--- src/rtl/data_table_pkg.sv ---
// Shared constants and FSM state encoding for the data_table write-side logic.
package data_table_pkg;

    localparam int DT_ADDR_W = 9;
    localparam int DT_DATA_W = 38;
    localparam int DT_DEPTH  = 512;

    // Write engine states. The enum members double as the 2-bit encoding constants.
    typedef enum logic [1:0] {
        ST_IDLE  = 2'd0,
        ST_CLEAR = 2'd1,
        ST_LOAD  = 2'd2,
        ST_FIN   = 2'd3
    } wr_state_t;

endpackage

--- src/rtl/data_table_wr_ctrl.sv ---
// Write-side engine for data_table_ram: sweep-clears the whole table or loads a
// burst of words from a valid/ready stream. All RAM write-port signals are registered.
module data_table_wr_ctrl
    import data_table_pkg::*;
#(
    parameter int                    ADDR_WIDTH = DT_ADDR_W,
    parameter int                    DATA_WIDTH = DT_DATA_W,
    parameter logic [DATA_WIDTH-1:0] CLEAR_VAL  = '0
) (
    input  logic                  wr_clk,
    input  logic                  tb_wr_rst,
    input  logic                  clr_req,
    input  logic                  load_req,
    input  logic [ADDR_WIDTH-1:0] load_base,
    input  logic [ADDR_WIDTH:0]   load_len,
    input  logic                  abort,
    input  logic                  s_valid,
    input  logic [DATA_WIDTH-1:0] s_data,
    output logic                  s_ready,
    output logic                  ram_wr_en,
    output logic [ADDR_WIDTH-1:0] ram_wr_addr,
    output logic [DATA_WIDTH-1:0] ram_wr_data,
    output logic                  busy,
    output logic                  done,
    output logic                  err,
    output logic [ADDR_WIDTH:0]   wr_count
);

    // Table depth as a count value (one bit wider than an address).
    localparam logic [ADDR_WIDTH:0]   DEPTH_CNT = {1'b1, {ADDR_WIDTH{1'b0}}};
    localparam logic [ADDR_WIDTH-1:0] LAST_ADDR = '1;

    wr_state_t               r_state;
    wr_state_t               w_next_state;
    logic [ADDR_WIDTH-1:0]   r_addr;
    logic [ADDR_WIDTH:0]     r_remaining;
    logic [ADDR_WIDTH:0]     r_wr_count;
    logic                    r_wr_en;
    logic [ADDR_WIDTH-1:0]   r_wr_addr;
    logic [DATA_WIDTH-1:0]   r_wr_data;
    logic                    r_done;
    logic                    r_err;

    logic                    w_accept;
    logic                    w_len_ok;
    logic                    w_start_clear;
    logic                    w_start_load;
    logic                    w_len_err;
    logic                    w_abort_err;
    logic                    w_issue;
    logic [DATA_WIDTH-1:0]   w_issue_data;

    // The stream is only open in LOAD with words still owed; ready never looks at s_valid.
    assign s_ready  = (r_state == ST_LOAD) && (r_remaining != '0);
    assign w_accept = s_valid && s_ready;
    assign w_len_ok = (load_len != '0) && (load_len <= DEPTH_CNT);
    assign busy     = (r_state == ST_CLEAR) || (r_state == ST_LOAD);

    assign ram_wr_en   = r_wr_en;
    assign ram_wr_addr = r_wr_addr;
    assign ram_wr_data = r_wr_data;
    assign done        = r_done;
    assign err         = r_err;
    assign wr_count    = r_wr_count;

    // State register; asynchronous reset returns the engine to IDLE at once.
    always_ff @(posedge wr_clk or posedge tb_wr_rst) begin
        if (tb_wr_rst) begin
            r_state <= ST_IDLE;
        end else begin
            // NOTE: non-blocking assignments keep every flop sampling pre-edge values.
            r_state <= w_next_state;
        end
    end

    // Next-state decode plus the per-cycle write/start/error strobes.
    always_comb begin
        // NOTE: every output of this block gets a default first so no latch is inferred.
        w_next_state  = r_state;
        w_start_clear = 1'b0;
        w_start_load  = 1'b0;
        w_len_err     = 1'b0;
        w_abort_err   = 1'b0;
        w_issue       = 1'b0;
        w_issue_data  = CLEAR_VAL;
        case (r_state)
            ST_IDLE: begin
                if (clr_req) begin
                    w_start_clear = 1'b1;
                    w_next_state  = ST_CLEAR;
                end else if (load_req) begin
                    if (w_len_ok) begin
                        w_start_load = 1'b1;
                        w_next_state = ST_LOAD;
                    end else begin
                        w_len_err = 1'b1;
                    end
                end
            end
            ST_CLEAR: begin
                w_issue = 1'b1;
                if (abort) begin
                    w_abort_err  = 1'b1;
                    w_next_state = ST_IDLE;
                end else if (r_addr == LAST_ADDR) begin
                    w_next_state = ST_FIN;
                end
            end
            ST_LOAD: begin
                if (w_accept) begin
                    w_issue      = 1'b1;
                    w_issue_data = s_data;
                end
                if (abort) begin
                    w_abort_err  = 1'b1;
                    w_next_state = ST_IDLE;
                end else if (w_accept && (r_remaining == {{ADDR_WIDTH{1'b0}}, 1'b1})) begin
                    w_next_state = ST_FIN;
                end
            end
            ST_FIN: begin
                w_next_state = ST_IDLE;
            end
            default: begin
                w_next_state = ST_IDLE;
            end
        endcase
    end

    // Address/length counters, the registered RAM write port and the status pulses.
    always_ff @(posedge wr_clk or posedge tb_wr_rst) begin
        if (tb_wr_rst) begin
            r_addr      <= '0;
            r_remaining <= '0;
            r_wr_count  <= '0;
            r_wr_en     <= 1'b0;
            r_wr_addr   <= '0;
            r_wr_data   <= '0;
            r_done      <= 1'b0;
            r_err       <= 1'b0;
        end else begin
            r_wr_en <= w_issue;
            r_done  <= (r_state == ST_FIN);
            r_err   <= w_len_err || w_abort_err;
            if (w_issue) begin
                r_wr_addr <= r_addr;
                r_wr_data <= w_issue_data;
            end
            if (w_start_clear) begin
                r_addr      <= '0;
                r_remaining <= '0;
                r_wr_count  <= '0;
            end else if (w_start_load) begin
                r_addr      <= load_base;
                r_remaining <= load_len;
                r_wr_count  <= '0;
            end else if (w_issue) begin
                // Address wraps naturally at the table end.
                r_addr <= r_addr + 1'b1;
                if (r_state == ST_LOAD) begin
                    r_remaining <= r_remaining - 1'b1;
                end
                if (r_wr_count != DEPTH_CNT) begin
                    r_wr_count <= r_wr_count + 1'b1;
                end
            end
        end
    end

endmodule

--- config.mk ---
export PLATFORM = sky130hd
export DESIGN_NAME = data_table_wr_ctrl
export DESIGN_NICKNAME = d
export VERILOG_FILES = /design/src/rtl/data_table_pkg.sv /design/src/rtl/data_table_wr_ctrl.sv
export SDC_FILE = /design/constraint.sdc
export NUM_CORES = 1
export LEC_CHECK = 0
export ABC_AREA = 1
export BUFFER_PORTS_ARGS = -buffer_cell sky130_fd_sc_hd__buf_2
export CAP_MARGIN = 25
export CORE_UTILIZATION = 50
export DETAILED_ROUTE_END_ITERATION = 10
export PLACE_DENSITY = 0.79
export SETUP_SLACK_MARGIN = 0.1
export SLEW_MARGIN = 20
export SYNTH_ARGS = -nofsm -noshare
export SYNTH_HDL_FRONTEND = slang
export SYNTH_SLANG_ARGS = --single-unit
--- constraint.sdc ---
create_clock -name wr_clk -period 5.4 [get_ports wr_clk]
set_input_delay 1.35 -clock wr_clk [delete_from_list [all_inputs] [get_ports wr_clk]]
set_output_delay 1.35 -clock wr_clk [all_outputs]
set_load 0.005 [all_outputs]
* Word-level counts from Yosys, hierarchy flattened
Index checks and enable logic that the tools add are counted.
** Operators by class
- $add $sub $neg :: 3
- Order comparisons :: 1
- Equality and inequality tests :: 10
- Multiplexer cells :: 35
- Reductions and logical operators :: 16
** Operators by type and width (count)
- 10-bit 2-to-1 mux :: 8
- 38-bit 2-to-1 mux :: 2
- 9-bit 2-to-1 mux :: 3
- 10-bit nonzero test :: 2
- 2-bit 2-to-1 mux :: 7
- 1-bit 2-to-1 mux :: 13
- 10-bit by 1-bit adder with 10-bit output (second input constant) :: 1
- 10-bit by 1-bit equality test with 1-bit output (second input constant) :: 1
- 10-bit <= comparator (second input constant) :: 1
- 10-bit inequality test (second input constant) :: 1
- 10-bit by 1-bit subtractor with 10-bit output (second input constant) :: 1
- 9-bit by 1-bit adder with 9-bit output (second input constant) :: 1
- 9-bit equality test (second input constant) :: 1
- 3-bit nonzero test :: 3
- 2-bit case mux with 4 select lines :: 1
- 3-bit by 2-bit inequality test with 1-bit output (second input constant) :: 2
- 3-bit inequality test (second input constant) :: 2
- 2-bit equality test (second input constant) :: 2
- 1-bit logical AND :: 4
- 2-bit AND reduction :: 2
- 4-bit AND reduction :: 1
- 2-bit by 1-bit equality test with 1-bit output (second input constant) :: 1
- 2-bit logical NOT :: 1
- 1-bit logical OR :: 2
- other kinds (2) :: 2
** Word-level totals
- Flip-flop bits (word level) :: 81
- Input port bits :: 63
- Output and inout port bits :: 62

* Logic depth before layout (Yosys ltp)
- Depth in word-level cells :: 8
- Mapped depth :: 13
- Mapped depth without buffers :: 11

* Least setup slack after synthesis
Ideal clock, no wire load.
- Path type :: input to register
- From :: input port load_len[0]
- To :: register r_wr_count[0], in the netlist wr_count[0]
- Setup time :: 0.119 ns
- Arrival :: 2.472 ns
- Path slack :: 2.809 ns
- Stages :: 10
- Buffers on the path :: 1
- Path through :: or2_1 > nor2_2 > nand2_1 > nand2_1 > nand2_2 > a21oi_4 > nand2_4 > buf_6 > nand2_1 > o21ai_2
** On the way
- Cells in the longest elaborated chain, start to end :: 8
- Elaborated cells on any way between the ends :: 12
- Those cells by class :: order compare: 1; mux: 6; reduce/logical: 5
** RTL lines
- from (decl) :: RTL line data_table_wr_ctrl.sv:15 : input logic [ADDR_WIDTH:0] load_len,
- 10-bit <= comparator / 10-bit nonzero test (equally long branches) :: RTL line data_table_wr_ctrl.sv:56 : assign w_len_ok = (load_len != '0) && (load_len <= DEPTH_CNT);
- 1-bit logical AND * :: RTL line data_table_wr_ctrl.sv:56
- 1-bit 2-to-1 mux * :: RTL line data_table_wr_ctrl.sv:92 : if (w_len_ok) begin
- 1-bit 2-to-1 mux * :: RTL line data_table_wr_ctrl.sv:91 : end else if (load_req) begin
- 1-bit 2-to-1 mux * :: RTL line data_table_wr_ctrl.sv:88 : if (clr_req) begin
- 1-bit 2-to-1 mux * :: RTL line data_table_wr_ctrl.sv:86 : case (r_state)
- 3-bit nonzero test (no line) / 10-bit 2-to-1 mux (equally long branches)
- 2-bit AND reduction (no line) / 10-bit 2-to-1 mux (equally long branches)
- to (signal assigned) :: RTL line data_table_wr_ctrl.sv:164 : r_wr_count <= r_wr_count + 1'b1;
- to (decl) :: RTL line data_table_wr_ctrl.sv:37 : logic [ADDR_WIDTH:0] r_wr_count;
Every way passes the cells marked *; elsewhere a longest branch is shown, timed or not.
A chain may end at the register's enable or synchronous reset.

* Worst setup path after layout
- From :: input port s_valid
- To :: register r_addr[2]
** On the way
- Cells in the longest elaborated chain, start to end :: 4
** RTL lines
- from (decl) :: RTL line data_table_wr_ctrl.sv:17 : input logic s_valid,
- 1-bit logical AND :: RTL line data_table_wr_ctrl.sv:55 : assign w_accept = s_valid && s_ready;
- 1-bit 2-to-1 mux :: RTL line data_table_wr_ctrl.sv:110 : if (w_accept) begin
- 1-bit case mux with 2 select lines :: RTL line data_table_wr_ctrl.sv:86
- 3-bit nonzero test (no line)
- to (signal assigned) :: RTL line data_table_wr_ctrl.sv:154 : r_addr <= load_base;
- to (signal assigned) :: RTL line data_table_wr_ctrl.sv:159 : r_addr <= r_addr + 1'b1;
- to (decl) :: RTL line data_table_wr_ctrl.sv:35 : logic [ADDR_WIDTH-1:0] r_addr;
Every way passes these cells.

==> impl_metrics.yaml <==
timing:
  fin_crit_sh_pct: 62.37
  hold_violations: 0
  slew_headroom_pct: 33.20
  fmax_ghz: 0.2969
  rsz0062_at_grt: "no"
  maxSlewViolCount: 0
  period_needed_ns: 3.368
  fin_skew_ns: 0.01103
  worstMarginPinSlew_ns: 0.9984
  setup_tns_ns: 0
  finalWorstSetupSlack_ns: 2.032
  setup_viol: 0
floorplanning:
  row_count: 33
  fp.dieW_um: 95.49
  start_util_pct: 52.40
  pin_count: 125
  die_h_um: 95.49
  die-area_um2: 9118
  core_um2: 8341
finish:
  fin_nets: 754
  syn2layout_area_growth_pct: 19.32
  regArea_um2: 2027
  stdcell_count: 790
  n_fill_cell: 759
  final_cell_area_um2: 5215
  drive_gt1_share_pct: 24.53
  layout_commonest_cell: "nand2_1"
  final_cell_mix: "205 x nand2_1, 124 x buf_2, 81 x dfrtp_1, 59 x nand3_1, 44 x inv_1"
  n_antenna_cell: 0
  multi_input_area_um2: 2022
detailed_routing:
  antenna_left: 0
  drtIter0Drc: 295
  wire_per_inst_um: 13.47
  wirelength_mm: 10.64
  drtPass1Iterations: 5
  viasPerCell: 5.204
  drc: 0
  via_count: 4111
grt:
  overflow: 0
  grt_max_degree: 55
  antenna_found_initial: 0
  track_usage_pct: 23.89
  grt_pass1_vias: 3645
  grt_pass1_wl_mm: 16.77
worst_setup_path:
  r2r-start: "r_remaining[0]"
  reg2reg_depth: 10
  r2r_end: "r_addr[2]"
  critical_path_class: "input pin to register"
  crit_arrival_ns: 3.66
  end_kind: "register"
  required_ns: 5.69
  critPathMaxFanout: 54
  cp-start-kind: "input pin"
  ff2ff_setup_slack_ns: 2.13
worst_hold_path:
  hold_depth: 2
  hp-start: "ram_wr_data[36]"
  holdPathEnd: "ram_wr_data[36]"
  hp-class: "register to register"
power:
  p_per_area_nw_per_um2: 513.1
  vdd_ir_drop_max_uv: 238.0
  p_leak_nw: 2.886
clock_tree:
  cts_buffers: 9
  clkTransAtPathRegs_ns: 0.08
  post_cts_resized: 0
  clockBufferDepth: 2
  clk_latency_ns: 0.36
  cts_tree: "yes"
  h-tree-depth: 3
  post_cts.repair.setup_buffers: 0
  holdBufCountCts: 0
  cts_root_buf: "clkbuf_8"
  cts_sinks: 81
synth:
  syn_area_um2: 4370
  syn_area_per_cell_um2: 7.708
  yosysWarnings: 0
  ys_seq_area_share_pct: 46.38
  ys_types: 30
  syn_inst: 567
  syn_nets: 641
  yosys_register_bits: 81
place:
  dp_cells: 773
  portBuffers: 124
  place.gp.congestion: 0.8636
  placed_area_um2: 4994
  place_worst_setup_slack_ns: 1.663
  hpwl_mm: 7.538
run_status:
  outcome: "finished clean"
flow_run:
  maxCapViolCount: 0
sequential cells by signal (all words and copies together) (netlist names):
register     count
ram_wr_data     38
r_remaining     10
wr_count        10
r_addr           9
ram_wr_addr      9
r_state          2
done             1
err              1
ram_wr_en        1
power by group:
group          internal [mW]  switching (mW)
combinational          0.453           0.809
clock                  0.217           0.232
sequential             0.809           0.156
cell usage after synthesis:
cell type / count / area [um2]
nand4_1: 7 / 43.79
xnor2_1: 2 / 17.52
nor3_1: 2 / 10.01
inv_2: 2 / 7.510
o21ai_1: 10 / 50.05
buf_2: 6 / 30.03
nor2_8: 1 / 20.02
clkbuf_2: 2 / 10.01
xor2_1: 13 / 113.9
ha_1: 11 / 137.6
nand2_4: 2 / 22.52
nor3b_1: 1 / 7.510
nor2_1: 33 / 123.9
or2_1: 1 / 6.260
inv_1: 45 / 168.9
o21ai_0: 40 / 200.2
buf_6: 5 / 56.30
a21oi_1: 8 / 40.04
nor2_2: 3 / 18.77
buf_1: 1 / 3.750
buf_4: 1 / 7.510
nand3_2: 1 / 10.01
nand3_1: 59 / 295.3
dfrtp_1: 81 / 2027
a21oi_4: 1 / 16.27
nand2_2: 6 / 37.54
o21ai_2: 7 / 61.31
nand2_8: 1 / 20.02
clkbuf_1: 10 / 37.54
nand2_1: 205 / 769.5
stage by stage:
stage | total power [mW] | util (%) | hold WS [ns]
after floorplan | 1.860 | - | 0.4491
after global placement | 2.181 | 59.87 | 0.4618
after detailed placement | 2.229 | 59.87 | 0.4654
after CTS | 2.686 | 62.29 | 0.4893
after global routing | 2.927 | 62.53 | 0.5018
final | 2.676 | 62.53 | 0.4857
kinds of logic (layout without fill, tap and decap cells):
kind of cell	after synthesis	count (layout)	share of synthesized area, %
AOI/OAI and AO/OA	66	66	8.417
xor gates and xnor gates	15	15	3.006
adders and majority gates	11	11	3.149
buffers and inverters	72	190	7.358
DFF	81	81	46.38
and+or+nand+nor	322	322	31.69
worst max-delay path, cell delays in order:
cell and delay, ns:
buf_2 0.11, nand3_2 0.53, nand2_2 0.33, nand2_2 0.60, nand2_2 0.46, nand3_1 0.14
nand2_1 0.11
area by class of cell:
| type | count | area share (%) |
|---|---|---|
| Inverter | 47 | 3.407 |
| Clock inverter | 7 | 1.488 |
| Timing Repair Buffer | 127 | 12.57 |
| Multi-Input combinational cell | 414 | 38.77 |
| Clock buffer | 9 | 2.375 |
| Tap cell | 105 | 2.519 |
| Sequential cell | 81 | 38.87 |
worst max path at each step:
stage                        start        end  slack, ns  cells past startpoint
finish                     s_valid  r_addr[2]       2.03                      7
global route        r_remaining[0]  r_addr[2]       1.78                     10
CTS                        s_valid  r_addr[2]       2.04                      7
detailed placement         s_valid  r_addr[2]       1.66                      7
global placement           s_valid  r_addr[5]       1.81                      8
floorplan                tb_wr_rst       done       1.97                      1
routing by layer:
layer | global-route usage, % | vias to the layer above | part of all wire (%)
met2 | 39.76 | 162 | 47
met5 | 0 | - | 0
li1 | - | 2022 | -
met4 | 6.965 | 0 | 1.1
met1 | 31.09 | 1913 | 44
met3 | 5.502 | 14 | 7.5
Note: power is estimated with default switching activity, not from simulation.
